`src/rtl/reg_write_scoreboard_pkg.sv`:
```
// -----------------------------------------------------------------------------
// scoreboard_pkg
// Shared constants and types for the register-write scoreboard.
//   NUM_REGS : architectural registers (register 0 is never tracked)
//   ADDR_W   : register address width
//   CNT_W    : per-register pending counter width
//   CNT_MAX  : largest pending count a single register can hold
// -----------------------------------------------------------------------------
package scoreboard_pkg;

    localparam int NUM_REGS = 32;
    localparam int ADDR_W   = 5;
    localparam int CNT_W    = 2;
    localparam int CNT_MAX  = (2 ** CNT_W) - 1;
    localparam int OUT_W    = ADDR_W + CNT_W;

    typedef logic [CNT_W-1:0]  cnt_t;
    typedef logic [ADDR_W-1:0] addr_t;
    typedef logic [OUT_W-1:0]  out_cnt_t;

    // Register 0 is hardwired to zero, so writes to it never need tracking.
    function automatic logic is_tracked(input addr_t addr);
        return addr != '0;
    endfunction

endpackage

```
`src/rtl/reg_write_scoreboard_decoder.sv`:
```
// -----------------------------------------------------------------------------
// reg_addr_decoder_5to32
// Decodes a register address plus enable into a one-hot register select.
// Bit 0 is forced low because register 0 is never tracked.
// Ports:
//   addr_i   : register address
//   en_i     : decode enable; all outputs low when 0
//   onehot_o : one-hot select, NUM_REGS wide
// -----------------------------------------------------------------------------
module reg_addr_decoder_5to32
    import scoreboard_pkg::*;
(
    input  logic [ADDR_W-1:0]   addr_i,
    input  logic                en_i,
    output logic [NUM_REGS-1:0] onehot_o
);

    for (genvar gi = 0; gi < NUM_REGS; gi++) begin : g_dec
        if (gi == 0) begin : g_zero
            assign onehot_o[gi] = 1'b0;
        end else begin : g_sel
            assign onehot_o[gi] = en_i && (addr_i == addr_t'(gi));
        end
    end

endmodule

```
`src/rtl/reg_write_scoreboard.sv`:
```
// -----------------------------------------------------------------------------
// reg_write_scoreboard
// Tracks register-file writes in flight between issue (ID) and writeback (WB)
// with one small pending counter per register, and stalls an issuing
// instruction whose sources still have unretired writes.
// Ports:
//   Clk, Rst          : clock, synchronous active-high reset
//   IssueValid        : instruction present in ID
//   IssueRegWrite     : that instruction writes the register file
//   IssueDest         : its destination register
//   RsAddr, RtAddr    : its source registers
//   WbValid, WbDest   : writeback strobe and destination
//   RsPending/RtPending : source has an outstanding write
//   Stall             : issue must hold this cycle
//   OutstandingCnt    : total writes in flight (registered)
//   Error             : sticky, writeback to a register with nothing pending
// Optional build macro: SCOREBOARD_WB_BYPASS_EN lets a same-cycle writeback
// of the last pending write clear RsPending/RtPending immediately.
// -----------------------------------------------------------------------------
module reg_write_scoreboard
    import scoreboard_pkg::*;
(
    input  logic                    Clk,
    input  logic                    Rst,
    input  logic                    IssueValid,
    input  logic                    IssueRegWrite,
    input  logic [ADDR_W-1:0]       IssueDest,
    input  logic [ADDR_W-1:0]       RsAddr,
    input  logic [ADDR_W-1:0]       RtAddr,
    input  logic                    WbValid,
    input  logic [ADDR_W-1:0]       WbDest,
    output logic                    RsPending,
    output logic                    RtPending,
    output logic                    Stall,
    output logic [ADDR_W+CNT_W-1:0] OutstandingCnt,
    output logic                    Error
);

    cnt_t [NUM_REGS-1:0] cnt_q;
    cnt_t [NUM_REGS-1:0] cnt_d;
    out_cnt_t            out_cnt_q;
    out_cnt_t            out_cnt_d;
    logic                error_q;
    logic                error_d;

    logic [NUM_REGS-1:0] issue_oh;
    logic [NUM_REGS-1:0] wb_oh;
    logic [NUM_REGS-1:0] dec_vec;
    logic [NUM_REGS-1:0] err_vec;
    logic                issue_en;
    logic                accept;
    logic                retire;
    logic                dest_sat;
    logic                rs_bypass;
    logic                rt_bypass;

`ifdef SCOREBOARD_WB_BYPASS_EN
    // The last pending write retiring this cycle is visible to the reader now.
    assign rs_bypass = WbValid && (WbDest == RsAddr) && (cnt_q[RsAddr] == cnt_t'(1));
    assign rt_bypass = WbValid && (WbDest == RtAddr) && (cnt_q[RtAddr] == cnt_t'(1));
`else
    assign rs_bypass = 1'b0;
    assign rt_bypass = 1'b0;
`endif

    assign RsPending = is_tracked(RsAddr) && (cnt_q[RsAddr] != '0) && !rs_bypass;
    assign RtPending = is_tracked(RtAddr) && (cnt_q[RtAddr] != '0) && !rt_bypass;

    // A saturated destination counter cannot absorb another write.
    assign dest_sat  = IssueRegWrite && (cnt_q[IssueDest] == cnt_t'(CNT_MAX));
    assign Stall     = IssueValid && (RsPending || RtPending || dest_sat);
    assign issue_en  = IssueValid && IssueRegWrite && !Stall;

    // The decoders drop register 0, so issue/WB to it never touch a counter.
    reg_addr_decoder_5to32 u_issue_dec (
        .addr_i   (IssueDest),
        .en_i     (issue_en),
        .onehot_o (issue_oh)
    );

    reg_addr_decoder_5to32 u_wb_dec (
        .addr_i   (WbDest),
        .en_i     (WbValid),
        .onehot_o (wb_oh)
    );

    for (genvar gi = 0; gi < NUM_REGS; gi++) begin : g_cnt
        assign dec_vec[gi] = wb_oh[gi] && (cnt_q[gi] != '0);
        assign err_vec[gi] = wb_oh[gi] && (cnt_q[gi] == '0);
        // Simultaneous accept and retire on one register cancel out.
        assign cnt_d[gi]   = (issue_oh[gi] && !dec_vec[gi]) ? cnt_q[gi] + cnt_t'(1) :
                             (dec_vec[gi] && !issue_oh[gi]) ? cnt_q[gi] - cnt_t'(1) :
                             cnt_q[gi];
    end

    assign accept    = |issue_oh;
    assign retire    = |dec_vec;
    assign out_cnt_d = out_cnt_q + out_cnt_t'(accept) - out_cnt_t'(retire);
    assign error_d   = error_q || (|err_vec);

    always_ff @(posedge Clk) begin
        if (Rst) begin
            cnt_q     <= '0;
            out_cnt_q <= '0;
            error_q   <= 1'b0;
        end else begin
            cnt_q     <= cnt_d;
            out_cnt_q <= out_cnt_d;
            error_q   <= error_d;
        end
    end

    assign OutstandingCnt = out_cnt_q;
    assign Error          = error_q;

endmodule
```
`config.mk`:
```
export PLATFORM = sky130hd
export DESIGN_NAME = reg_write_scoreboard
export DESIGN_NICKNAME = d
export VERILOG_FILES = /design/src/rtl/reg_write_scoreboard_pkg.sv /design/src/rtl/reg_write_scoreboard_decoder.sv /design/src/rtl/reg_write_scoreboard.sv
export SDC_FILE = /design/constraint.sdc
export NUM_CORES = 1
export LEC_CHECK = 0
export CORE_UTILIZATION = 30
export CTS_CLUSTER_SIZE = 30
export DETAILED_ROUTE_END_ITERATION = 8
export GPL_ROUTABILITY_DRIVEN = 0
export GPL_TIMING_DRIVEN = 0
export MAX_ROUTING_LAYER = met4
export PLACE_DENSITY = 0.57
export REMOVE_ABC_BUFFERS = 1
export SYNTH_ARGS = -nofsm -noshare
export SYNTH_HDL_FRONTEND = slang
export SYNTH_HIERARCHICAL = 1
export SYNTH_SLANG_ARGS = --single-unit
```
`constraint.sdc`:
```
create_clock -name Clk -period 11.8 [get_ports Clk]
set_input_delay 2.36 -clock Clk [delete_from_list [all_inputs] [get_ports Clk]]
set_output_delay 2.36 -clock Clk [all_outputs]
set_load 0.02 [all_outputs]
```
==> impl_metrics.ini, run 1 <==
[run_status]
outcome = finished clean

[cts]
cts_hold_buf = 0
cts_tree = built
root_buffer = clkbuf_16
htree_num_levels = 3
clkLatencyLatePin_ns = 0.35
post_cts_resize_count = 0
cts_setup_buffers = 0
cts.reportedPaths.clkPinSlew_ns = 0.06
clock-sinks = 72
clockBufferDepth = 2
numCtsBuffers = 9

[yosys]
syn_area_um2 = 5460
synth.avg_cell_area_um2 = 7.84
ys.flop_type = dfxtp_1
synth_cell_types = 58
synth_common_cells = nor2_1 (138), dfxtp_1 (72), o21ai_0 (68), xor2_1 (66), a21oi_1 (51)
synthXorXnorAreaFrac = 0.107
synth_compound_area_frac = 0.177
synth.top_cell.area_share = 0.264
ys_seq_area_frac = 0.264
yosysWarnings = 6
ys_seq_elements = 72
synth.most_common_cell = nor2_1
synth_edf_count = 0
synthArstFlopShare = 0
synth_top_family_by_area = simple AND/OR/NAND/NOR gates
synth_top_area_cell = dfxtp_1
syn_inst = 697
synthAdderAreaFrac = 0.0930
yosys.area_share.simple = 0.270
synthMuxAreaShare = 0.0490
synth_area_leaders = dfxtp_1 (26%), xor2_1 (11%), nor2_1 (9.5%)

[detailed_routing]
via_count = 5412
wl_per_cell_um = 18.6
drt-pass1-iter-count = 5
drt_drc_violations_left = 0
routed_wl_um = 17600
drt-vias-per-instance = 5.72
drt_iter0_drc = 608
ant_nets = 0

[power]
p_switching_w = 0.000239
power_frac_comb = 0.258
leakagePower_nw = 2.31
max-vdd-ir-drop_mv = 0.0885
p_clk_frac = 0.386
intPower_w = 0.000535
cellPowerDensity_nw_per_um2 = 123
sw_frac_of_total = 0.309
seqPwrFrac = 0.355

[setup_path]
regToRegSetupSlack_ns = 5.82
reg2reg_to = OutstandingCnt[6]$_SDFF_PP0_
critPathTopFamily = simple AND/OR/NAND/NOR gates
crit_chain = clkdlybuf4s50_1, nand2b_1, o2111ai_1, o22ai_1, nor4_1, nand3b_1, nor4b_2, or4b_1, nor2_1, nor4_1, nand4_1, nor2_1, ha_1, inv_1, ha_1, inv_1, fa_1, nor2b_1, o21ai_0, a21boi_0, o21ai_0, a21oi_1, nor3b_1
r2r-start = cnt_q[30]$_SDFFE_PP0P_
crit_required_ns = 12.01
end_kind = flop
max_stage_delay_ns = 1.19
slowest_stage = clkdlybuf4s50_1
crit_arrival_ns = 8.55
path_class = input port to flop
startpoint_type = input port
crit_buf_inv = 3
worstPathMaxFanout = 26
r2r_cells = 23

[final_layout]
post-route-util = 0.358
drive_gt1_frac = 0.0513
flow.area_growth_from_synthesis_pct = 15.0
layout.nets = 781
antenna_cells = 0

[global_routing]
grtUsageTotal = 0.201
grt_max_degree = 42
gr-total-overflow = 0
grt_pass1_vias = 4940
antenna_found_initial = 0
grt_pass1_wl_um = 27100

[die]
die_w_um = 137
die_h_um = 137
std_cell_rows = 48
core_um2 = 17500
die-area_um2 = 18800
start_util = 0.312
ios = 36

[timing]
fin_crit_ns = 8.34
relSlewSlack = 0.277
setup_viol = 0
fin_skew_ns = 0.00816
rsz0062_at_grt = no
fin_crit_sh = 0.706
fmax_mhz = 120
tns_ns = 0
worst_pin_slew_ns = 1.08
hold_ws_ns = 0.507
finalHoldViolCount = 0
maxSlewViolCount = 0

[worst_hold_path]
hold_end = cnt_q[63]$_SDFFE_PP0P_
hold_start = cnt_q[63]$_SDFFE_PP0P_
hp-class = flop to flop
worstHoldPathCells = 2

[place]
io_buffers = 35
dp_hpwl_um = 13600

[flow_run]
drv_cap = 0
[metal layers]
metal  vias to the layer above  share of wire  GRT usage  wire (µm)
met4                         0          0.031     0.0720        546
met2                       267           0.42      0.289       7340
met5                         -              0          -          0
li1                       2574              -          -          -
met1                      2529           0.44      0.258       7740
met3                        42           0.11     0.0722       1930
[cell families after synthesis]
group	Yosys count
compound gates	164
xor+xnor	67
fa+ha+maj	40
buf+inv	46
flops	72
mux	13
other cells	2
simple gates	293
[stage by stage]
stage,total power (W),area [µm²],std cells,setup slack (ns)
4_1_cts,0.000782,6290,946,3.67
6_report,0.000774,6290,946,3.46
2_1_floorplan,0.000405,5320,669,5.44
3_3_place_gp,0.000478,5950,929,3.25
3_5_place_dp,0.000477,5970,930,3.32
5_1_grt,0.000819,6290,946,3.10
[tightest hold or removal path, cell delays in order, from the launching register on]
cell     delay, ns
dfxtp_1       0.33
o21ai_0       0.07
a21oi_1       0.06
[power by group through the flow]
stage / registers (W) / clock network [W] / logic [W]
2_1_floorplan: 0.000292 / 0 / 0.000114
6_report: 0.000275 / 0.000299 / 0.000200
4_1_cts: 0.000276 / 0.000308 / 0.000198
5_1_grt: 0.000277 / 0.000318 / 0.000224
3_3_place_gp: 0.000282 / 0 / 0.000196
3_5_place_dp: 0.000281 / 0 / 0.000196
[area by class of cell]
type	instances	area, µm²
timing repair buffer	36	365
inverter	18	70.1
multi-input combinational	579	3810
sequential	72	1440
fill	1863	11300
clock buffer	9	225
tap	225	282
clock inverter	7	95.1
[registers in the layout (all words and copies together), names as in the netlist]
register and flops:
OutstandingCnt 7, Error 1, cnt_q 64
[layout by cell type (no fill, tap or decap), types with 6 or more instances in the layout]
master           instances
nor2_1                 138
dfxtp_1                 72
o21ai_0                 68
xor2_1                  66
a21oi_1                 51
ha_1                    39
clkdlybuf4s50_1         34
or3_1                   32
nand2_1                 24
nand4_1                 17
nor3_1                  16
inv_1                   15
nor4_1                  13
nand3_1                 12
a22oi_1                 12
clkbuf_16                9
nand3b_1                 8
mux4_2                   7
nand4bb_1                6
nand4b_1                 6
[worst max-delay path by stage]
| stage | from | endpoint | slack [ns] | cells past startpoint |
|---|---|---|---|---|
| 6_report | IssueDest[0] | OutstandingCnt[6]$_SDFF_PP0_ | 3.46 | 23 |
| 5_1_grt | IssueDest[0] | OutstandingCnt[6]$_SDFF_PP0_ | 3.10 | 23 |
| 4_1_cts | IssueDest[0] | OutstandingCnt[6]$_SDFF_PP0_ | 3.67 | 23 |
| 3_5_place_dp | IssueDest[0] | OutstandingCnt[6]$_SDFF_PP0_ | 3.32 | 23 |
| 3_3_place_gp | IssueDest[0] | OutstandingCnt[6]$_SDFF_PP0_ | 3.25 | 23 |
| 2_1_floorplan | RsAddr[1] | OutstandingCnt[6]$_SDFF_PP0_ | 5.44 | 22 |
No activity file was read; power rests on OpenSTA's default activity.
==> run 2, diff against run 1 <==
==> constraint.sdc (replaced) <==
create_clock -name Clk -period 7.77 [get_ports Clk]
set_input_delay 1.554 -clock Clk [delete_from_list [all_inputs] [get_ports Clk]]
set_output_delay 1.554 -clock Clk [all_outputs]
set_load 0.02 [all_outputs]
==> run 2 against run 1 <==
  * Critical path depth unchanged
  * Non-clock buffer count did not move
  * Clock skew fell by 0.00072 ns
  * Power grew 52%
  * Cell count stayed put
  * Clock power up 52%
  * Register-to-register slack worse by 3.8 ns
  * Clock-buffer cell count unchanged
  * Worst setup slack got worse by 3.0 ns
==> impl_metrics.ini, run 2 (same netlist as run 1, synthesis figures left out) <==
[run_status]
outcome = finished clean

[global_routing]
grt_max_degree = 42
gr-total-overflow = 0
antenna_found_initial = 0
grt_pass1_wl_um = 27100
grtUsageTotal = 0.201
grt_pass1_vias = 4940

[cts]
post_cts_resize_count = 0
cts.reportedPaths.clkPinSlew_ns = 0.06
clkLatencyLatePin_ns = 0.35
htree_num_levels = 3
clockBufferDepth = 2
cts_tree = built
clock-sinks = 72
root_buffer = clkbuf_16
cts_hold_buf = 0
cts_setup_buffers = 0
numCtsBuffers = 9

[setup_path]
crit_arrival_ns = 7.50
startpoint_type = input port
r2r_cells = 23
worstPathMaxFanout = 22
end_kind = flop
reg2reg_to = OutstandingCnt[6]$_SDFF_PP0_
path_class = input port to flop
crit_required_ns = 7.98
cp-startpoint = IssueDest[2]
regToRegSetupSlack_ns = 2.04
r2r-start = cnt_q[30]$_SDFFE_PP0P_
crit_path_end = OutstandingCnt[6]$_SDFF_PP0_

[timing]
worst_pin_slew_ns = 1.10
tns_ns = 0
fin_crit_sh = 0.938
setup_viol = 0
fin_skew_ns = 0.00744
rsz0062_at_grt = no
finalHoldViolCount = 0
fin_crit_ns = 7.29
fmax_mhz = 137
relSlewSlack = 0.268
maxSlewViolCount = 0

[final_layout]
layout_common_cells = nor2_1 (138), dfxtp_1 (72), o21ai_0 (68)
layout_commonest_cell = nor2_1
flow.area_growth_from_synthesis_pct = 15.3
drive_gt1_frac = 0.0513
regMostFlops = cnt_q
antenna_cells = 0
largest_reg_flops = 64
final_cells = 946
layout.nets = 781

[detailed_routing]
drt_drc_violations_left = 0
drt-pass1-iter-count = 6
via_count = 5385
drt-vias-per-instance = 5.69
wl_per_cell_um = 18.7
drt_iter0_drc = 624
routed_wl_um = 17600
ant_nets = 0

[place]
dp_cells = 930
dp_hpwl_um = 13600
io_buffers = 35

[power]
leakagePower_nw = 2.33
max-vdd-ir-drop_mv = 0.134
cellPowerDensity_nw_per_um2 = 187

[die]
std_cell_rows = 48
die_h_um = 137
die-area_um2 = 18800
ios = 36
core_um2 = 17500
die_w_um = 137
start_util = 0.312

[flow_run]
drv_cap = 0

[worst_hold_path]
hp-class = flop to flop
run 2: changes by cell type in the layout (fill, tap and decap cells not counted), sizes merged:
cell | previous run | this run
dlymetal6s2s | 0 | 1
clkdlybuf4s50 | 34 | 33
run 2: worst min-delay path by stage:
| stage | end | cells after the start | startpoint |
|---|---|---|---|
| 2_1_floorplan | cnt_q[13]$_SDFFE_PP0P_ | 2 | cnt_q[13]$_SDFFE_PP0P_ |
| 3_3_place_gp | cnt_q[59]$_SDFFE_PP0P_ | 2 | cnt_q[59]$_SDFFE_PP0P_ |
| 3_5_place_dp | cnt_q[43]$_SDFFE_PP0P_ | 2 | cnt_q[43]$_SDFFE_PP0P_ |
| 4_1_cts | cnt_q[43]$_SDFFE_PP0P_ | 2 | cnt_q[43]$_SDFFE_PP0P_ |
| 5_1_grt | cnt_q[45]$_SDFFE_PP0P_ | 2 | cnt_q[45]$_SDFFE_PP0P_ |
| 6_report | cnt_q[63]$_SDFFE_PP0P_ | 2 | cnt_q[63]$_SDFFE_PP0P_ |
run 2: cell type report:
class / instances / area, µm²
inverters: 18 / 70.1
clock inverters: 7 / 95.1
multi-input cells: 579 / 3820
fillers: 1864 / 11200
flip-flops and latches: 72 / 1440
well taps: 225 / 282
repair buffers: 36 / 368
clock buffers: 9 / 225
run 2: stage by stage:
stage	hold slack [ns]	setup WS (ns)	area, µm²	total power (W)	util
after global placement	0.502	0.0212	5950	0.000725	0.339
after global routing	0.531	0.0920	6300	0.00125	0.359
final	0.509	0.481	6300	0.00118	0.359
after CTS	0.513	0.441	6290	0.00119	0.358
after detailed placement	0.506	0.0930	5970	0.000725	0.340
after floorplan	0.475	2.22	5320	0.000616	-
run 2: critical path, stage by stage:
cell,delay (ns)
clkdlybuf4s50_1,1.11
nand2b_1,0.42
o2111ai_1,0.30
o22ai_1,0.15
nor4_1,0.39
nand3b_1,0.20
nor4b_4,0.22
or4b_1,0.23
nor2_1,0.10
nor4_1,0.60
nand4_1,0.24
nor2_1,0.19
ha_1,0.25
inv_1,0.06
ha_1,0.15
inv_1,0.05
fa_1,0.37
nor2b_1,0.15
o21ai_0,0.12
a21boi_0,0.24
o21ai_0,0.15
a21oi_1,0.16
nor3b_1,0.06
run 2: routing by layer:
layer | vias up | share of wire | wire length [µm] | track usage
li1 | 2570 | - | - | -
met3 | 42 | 0.10 | 1800 | 0.0722
met5 | - | 0 | 0 | -
met2 | 246 | 0.42 | 7480 | 0.289
met1 | 2527 | 0.44 | 7820 | 0.258
met4 | 0 | 0.031 | 539 | 0.0720
run 2: power breakdown:
group / internal, W / total, W / leakage [nW] / switching (W)
Sequential: 0.000395 / 0.000418 / 0.583 / 0.0000233
Combinational: 0.000137 / 0.000305 / 1.59 / 0.000169
Clock: 0.000281 / 0.000453 / 0.156 / 0.000171
Total: 0.000813 / 0.00118 / 2.33 / 0.000363
